`src/rtl/sprite_line_sched.sv`:
```
// rtl/sprite_line_sched.sv - per-scanline sprite selection and per-pixel ROM address resolution
//
// Purpose: during hblank, scan the live object table and pick up to MAX_PER_LINE
// sprites that intersect the next scanline into a back slot bank. During the
// active line, resolve the covering sprite per pixel from the front bank by
// fixed priority (lowest slot wins).
//
// Ports:
//   vga_clk, reset_n          pixel clock, synchronous active-low reset
//   DrawX, DrawY, blank       current pixel position and visible flag (blank=1 visible)
//   cfg_we, cfg_idx, cfg_en,
//   cfg_x, cfg_y              object table write port (shadow table)
//   hit, rom_sel, rom_address registered per-pixel result, 1-cycle latency
//   line_overflow             sticky: a line had more than MAX_PER_LINE sprites
module sprite_line_sched #(
  parameter int NUM_SPRITES  = 8,
  parameter int MAX_PER_LINE = 4,
  parameter int SPR_W        = 20,
  parameter int SPR_H        = 20,
  parameter int ROM_AW       = 9,
  localparam int IW = (NUM_SPRITES > 1) ? $clog2(NUM_SPRITES) : 1,
  localparam int CW = $clog2(MAX_PER_LINE + 1)
) (
  input  logic              vga_clk,
  input  logic              reset_n,
  input  logic [9:0]        DrawX,
  input  logic [9:0]        DrawY,
  input  logic              blank,
  input  logic              cfg_we,
  input  logic [IW-1:0]     cfg_idx,
  input  logic              cfg_en,
  input  logic [9:0]        cfg_x,
  input  logic [9:0]        cfg_y,
  output logic              hit,
  output logic [IW-1:0]     rom_sel,
  output logic [ROM_AW-1:0] rom_address,
  output logic              line_overflow
);

  typedef enum logic [1:0] {IDLE, SCAN, READY} state_t;

  state_t state_q, state_d;

  // Object tables: shadow takes config writes, live is what the scanner reads.
  logic       sh_en [NUM_SPRITES];
  logic [9:0] sh_x  [NUM_SPRITES];
  logic [9:0] sh_y  [NUM_SPRITES];
  logic       lv_en [NUM_SPRITES];
  logic [9:0] lv_x  [NUM_SPRITES];
  logic [9:0] lv_y  [NUM_SPRITES];

  // Double-buffered slot banks: [front] is displayed, [back] is being filled.
  logic          slot_v   [2][MAX_PER_LINE];
  logic [IW-1:0] slot_idx [2][MAX_PER_LINE];
  logic [9:0]    slot_x   [2][MAX_PER_LINE];
  logic [9:0]    slot_row [2][MAX_PER_LINE];
  logic          front;
  logic          back;

  logic [9:0]    ny;
  logic [IW-1:0] scan_i;
  logic [CW-1:0] count;

  logic          commit;
  logic          scan_last;
  logic          scan_hit;
  logic [9:0]    scan_row;

  logic          found;
  logic [IW-1:0] win_idx;
  logic [9:0]    win_dx;
  logic [9:0]    win_row;

  assign back      = ~front;
  assign commit    = (DrawY == 10'd480) && (DrawX == 10'd0);
  assign scan_last = (scan_i == IW'(NUM_SPRITES - 1));

  // Row test done at 11 bits so y+SPR_H-1 never wraps past 1023.
  always_comb begin
    scan_hit = lv_en[scan_i]
            && ({1'b0, ny} >= {1'b0, lv_y[scan_i]})
            && ({1'b0, ny} <= ({1'b0, lv_y[scan_i]} + 11'(SPR_H - 1)));
    scan_row = ny - lv_y[scan_i];
  end

  // Descending walk so the lowest covering slot is the one left standing.
  always_comb begin
    found   = 1'b0;
    win_idx = '0;
    win_dx  = '0;
    win_row = '0;
    for (int s = MAX_PER_LINE - 1; s >= 0; s--) begin
      if (slot_v[front][s]
          && ({1'b0, DrawX} >= {1'b0, slot_x[front][s]})
          && ({1'b0, DrawX} <= ({1'b0, slot_x[front][s]} + 11'(SPR_W - 1)))) begin
        found   = 1'b1;
        win_idx = slot_idx[front][s];
        win_dx  = DrawX - slot_x[front][s];
        win_row = slot_row[front][s];
      end
    end
  end

  always_comb begin
    state_d = state_q;
    case (state_q)
      IDLE:    if (DrawX == 10'd640) state_d = SCAN;
      SCAN:    if (scan_last)        state_d = READY;
      READY:   if (DrawX == 10'd799) state_d = IDLE;
      default: state_d = IDLE;
    endcase
  end

  always_ff @(posedge vga_clk) begin
    if (!reset_n) state_q <= IDLE;
    else          state_q <= state_d;
  end

  always_ff @(posedge vga_clk) begin
    if (!reset_n) begin
      for (int i = 0; i < NUM_SPRITES; i++) begin
        sh_en[i] <= 1'b0;
        sh_x[i]  <= '0;
        sh_y[i]  <= '0;
        lv_en[i] <= 1'b0;
        lv_x[i]  <= '0;
        lv_y[i]  <= '0;
      end
      for (int b = 0; b < 2; b++) begin
        for (int s = 0; s < MAX_PER_LINE; s++) begin
          slot_v[b][s]   <= 1'b0;
          slot_idx[b][s] <= '0;
          slot_x[b][s]   <= '0;
          slot_row[b][s] <= '0;
        end
      end
      front         <= 1'b0;
      ny            <= '0;
      scan_i        <= '0;
      count         <= '0;
      hit           <= 1'b0;
      rom_sel       <= '0;
      rom_address   <= '0;
      line_overflow <= 1'b0;
    end else begin
      if (cfg_we) begin
        sh_en[cfg_idx] <= cfg_en;
        sh_x[cfg_idx]  <= cfg_x;
        sh_y[cfg_idx]  <= cfg_y;
      end

      // A write landing on the commit cycle is forwarded straight into live.
      if (commit) begin
        for (int i = 0; i < NUM_SPRITES; i++) begin
          if (cfg_we && (cfg_idx == IW'(i))) begin
            lv_en[i] <= cfg_en;
            lv_x[i]  <= cfg_x;
            lv_y[i]  <= cfg_y;
          end else begin
            lv_en[i] <= sh_en[i];
            lv_x[i]  <= sh_x[i];
            lv_y[i]  <= sh_y[i];
          end
        end
        line_overflow <= 1'b0;
      end

      case (state_q)
        IDLE: begin
          if (DrawX == 10'd640) begin
            ny     <= (DrawY == 10'd524) ? 10'd0 : DrawY + 10'd1;
            scan_i <= '0;
            count  <= '0;
            for (int s = 0; s < MAX_PER_LINE; s++) slot_v[back][s] <= 1'b0;
          end
        end
        SCAN: begin
          if (scan_hit) begin
            if (int'(count) < MAX_PER_LINE) begin
              for (int s = 0; s < MAX_PER_LINE; s++) begin
                if (count == CW'(s)) begin
                  slot_v[back][s]   <= 1'b1;
                  slot_idx[back][s] <= scan_i;
                  slot_x[back][s]   <= lv_x[scan_i];
                  slot_row[back][s] <= scan_row;
                end
              end
              count <= count + CW'(1);
            end else begin
              line_overflow <= 1'b1;
            end
          end
          scan_i <= scan_i + IW'(1);
        end
        READY: begin
          if (DrawX == 10'd799) front <= ~front;
        end
        default: ;
      endcase

      if (blank && found) begin
        hit         <= 1'b1;
        rom_sel     <= win_idx;
        rom_address <= ROM_AW'(win_dx) + ROM_AW'(win_row) * ROM_AW'(SPR_W);
      end else begin
        hit         <= 1'b0;
        rom_sel     <= '0;
        rom_address <= '0;
      end
    end
  end

endmodule

```
`config.mk`:
```
export PLATFORM = sky130hd
export DESIGN_NAME = sprite_line_sched
export DESIGN_NICKNAME = d
export VERILOG_FILES = /design/src/rtl/sprite_line_sched.sv
export SDC_FILE = /design/constraint.sdc
export NUM_CORES = 1
export LEC_CHECK = 0
export ABC_AREA = 0
export CORE_MARGIN = 3
export CORE_UTILIZATION = 40
export CTS_CLUSTER_SIZE = 8
export DETAILED_ROUTE_END_ITERATION = 16
export PLACE_DENSITY = 0.51
export SLEW_MARGIN = 0
export SYNTH_ARGS = -nofsm -noshare
export SYNTH_HDL_FRONTEND = slang
export SYNTH_SLANG_ARGS = --single-unit
export TNS_END_PERCENT = 5
```
`constraint.sdc`:
```
create_clock -name vga_clk -period 20.1 [get_ports vga_clk]
set_clock_uncertainty 0.05 [all_clocks]
set_input_delay 3.015 -clock vga_clk [delete_from_list [all_inputs] [get_ports vga_clk]]
set_output_delay 3.015 -clock vga_clk [all_outputs]
set_load 0.02 [all_outputs]
```
==> results.yml <==
worst_setup_path:
  path_common_cell: "ha_1"
  r2r_slack_ns: 12.14
  critPathLaunchType: "primary input"
  crit_cells: 21
  worst-setup-path-type: "in -> reg"
  end_kind: "register"
  crit_family: "adder cells"
  cp_max_fo: 32
  crit_required_ns: 20.57
  path_buf_inv: 3
  crit_path_top_delay_cell: "clkdlybuf4s50_1"
  crit_path_cell_trace: "clkdlybuf4s50_1 -> inv_1 -> fa_1 -> nand2b_1 -> a21oi_1 -> o211ai_1 -> a211oi_1 -> and2_4 -> o311ai_0 -> o211ai_1 -> o21ai_0 -> ha_1 -> ha_1 -> fa_1 -> ha_1 -> inv_1 -> o21bai_1 -> a21oi_1 -> xnor2_1 -> xnor3_1 -> nor2_1"
  r2r_cells: 18
  worstReg2RegEnd: "slot_x[0][38]"
  slowest_delay_ns: 0.84
  arrival_ns: 8.94
sta:
  relSlewSlack: 0.140
  clock.fmax_mhz: 118
  finalSetupViolations: 0
  tightest_slew_ns: 1.28
  tns_ns: 0
  rsz0062_at_grt: "false"
  slew_violations: 0
  hold_viol: 0
  fin_crit_sh: 0.421
  fin_crit_ns: 8.47
power_and_ir_drop:
  pwr-share-comb: 0.093
  p_sw_mw: 0.659
  power_leakage_nw: 11.6
  p_seq_frac: 0.469
  p_sw_frac: 0.239
  vdd_drop_max_mv: 0.0576
  p_int_mw: 2.10
  power.share.clock: 0.439
  pwr_density_cell_nw_per_um2: 88.2
cts:
  cts_tree: "done"
  clkTransAtPathRegs_ns: 0.05
  post_cts_buffers: 0
  clock_latency_ns: 0.61
  post_cts_resized: 0
  cts_buffers: 77
  cts_buffer_depth: 3
  postCtsHoldBufs: 0
  htree_levels: 3
  clock_sinks: 541
  clock-root-buffer: "clkbuf_16"
synth:
  netlist_area_um2: 27600
  ys_seq_area_frac: 0.571
  postSynthAreaPerCell_um2: 11.4
  yosys.area.top_type_share: 0.534
  synth_edf_count: 490
  ys.flop_type: "edfxtp_1"
  synthTopCellsByCount: "edfxtp_1, nand2_1, nor2_1"
  async_reset_ff_frac: 0
  syn_nets: 2602
  yosysMostFrequentCell: "edfxtp_1"
  yosys-top-cells-area: "edfxtp_1, ha_1, nand2_1"
  ys_ff_latch: 541
  synth_cell_type_count: 68
  yosys_warnings: 0
  syn_inst: 2419
  yosysTopAreaCell: "edfxtp_1"
route:
  drtAntennaViolNets: 0
  drc_errors: 0
  drtPass1Iterations: 5
  wl_per_cell_um: 21.9
  vias_per_cell: 5.44
  vias: 18400
  wirelength_um: 74200
  drt-initial-drc-count: 1502
floorplan:
  die_h_um: 268
  die_area_um2: 72100
  start_util: 0.407
  row_count: 95
  ios: 62
  core_um2: 67800
  fp.dieW_um: 268
cells_and_area:
  finalInstanceArea_um2: 31300
  drive_above_1_share: 0.0843
  n_antenna_cell: 0
  fin_nets: 2641
  area_growth_pct: 13.6
placement:
  gp_congestion: 0.856
  dpl.hpwl_um: 49000
  postPlaceCellArea_um2: 29100
  place.port_buffers: 61
run:
  maxCapViolCount: 0
outcome:
  status: "complete, no violations"
grt:
  antenna_found_initial: 0
  grt_pass1_wl_um: 114000
  grt_pass1_vias: 18400
  grt_max_degree: 85
  grt.total_usage: 0.208
  overflow: 0
worst_hold_path:
  min_path_cells: 2
  hp-class: "reg -> reg"
  holdPathEnd: "sh_en[6]"
  min_from: "sh_en[6]"
[stage by stage]
step / worst slack (ns) / cells / power (mW) / utilization / hold WS [ns]
after global placement: 11.11 / 3252 / 1.57 / 0.429 / 0.394
after detailed placement: 11.03 / 3252 / 1.57 / 0.429 / 0.403
after floorplan: 11.26 / 2419 / 1.48 / - / 0.387
after global routing: 11.18 / 3387 / 2.87 / 0.462 / 0.429
final: 11.63 / 3387 / 2.76 / 0.462 / 0.423
after CTS: 11.62 / 3387 / 2.79 / 0.462 / 0.411
[how the worst max path moves through the flow]
stage          startpoint  slack, ns              to
4_1_cts          DrawX[1]      11.62  rom_address[8]
2_1_floorplan    DrawX[3]      11.26        lv_en[5]
3_5_place_dp     DrawX[1]      11.03  rom_address[8]
5_1_grt          DrawX[1]      11.18  rom_address[8]
3_3_place_gp     DrawX[1]      11.11  rom_address[8]
6_report         DrawX[1]      11.63  rom_address[8]
[logic make-up after synthesis]
logic type | Yosys count | synth area share
DFF | 541 | 0.571
adders and majority gates | 135 | 0.0632
and+or+nand+nor | 895 | 0.146
xor gates and xnor gates | 86 | 0.0278
buffers and inverters | 206 | 0.0303
muxes | 151 | 0.0751
AOI/OAI and AO/OA | 405 | 0.0867
[tightest hold or removal path: stages (launching register included)]
cell and delay (ns):
dfxtp_1 0.31, nand2_1 0.05, a21oi_1 0.06
[cell usage in the layout (no fill, tap or decap), types with 11 or more instances in the layout]
cell	instances
nand2_1	338
nand3_1	26
nor3_1	15
clkdlybuf4s50_1	60
edfxtp_1	490
o21ai_0	81
and3_1	69
clkbuf_1	52
or3_1	15
o211ai_1	12
mux2i_1	87
inv_1	65
o311ai_0	11
mux2_2	21
nand4_1	19
ha_1	128
and2_1	27
dfxtp_1	48
a22oi_1	15
a21oi_1	193
nor2b_1	22
a211oi_1	14
clkbuf_16	78
a21o_1	31
nand2b_1	20
buf_4	41
xor2_1	40
mux4_2	42
nor2_1	295
xnor2_1	45
[power groups by stage]
stage | clock, mW | combinational [mW] | sequential (mW)
finish | 1.21 | 0.255 | 1.29
global route | 1.29 | 0.284 | 1.30
CTS | 1.24 | 0.259 | 1.29
detailed placement | 0 | 0.257 | 1.32
global placement | 0 | 0.255 | 1.31
floorplan | 0 | 0.164 | 1.31
[registers in the layout, summed over array words and instances, names as in the netlist, 3 cells and up, named ones only]
register,flops
count,3
lv_en,8
lv_x,80
lv_y,80
ny,10
rom_address,9
rom_sel,3
scan_i,3
sh_en,8
sh_x,80
sh_y,80
slot_idx,24
slot_row,56
slot_v,8
slot_x,80
[layout make-up]
class	count	area (um2)
Clock buffer	130	2150
Clock inverter	5	96.3
Fill cell	6251	36500
Inverter	65	244
Multi-Input combinational cell	1672	11100
Sequential cell	541	15700
Tap cell	873	1090
Timing Repair Buffer	101	908
[per-layer routing]
metal  vias to the layer above  share of wire  global-route usage
li1                       8859              -                   -
met3                       105          0.041              0.0309
met4                         0          0.023              0.0554
met1                      9048           0.45               0.283
met5                         -              0                   0
met2                       398           0.48               0.350
Note: power is estimated with default switching activity, not from simulation.
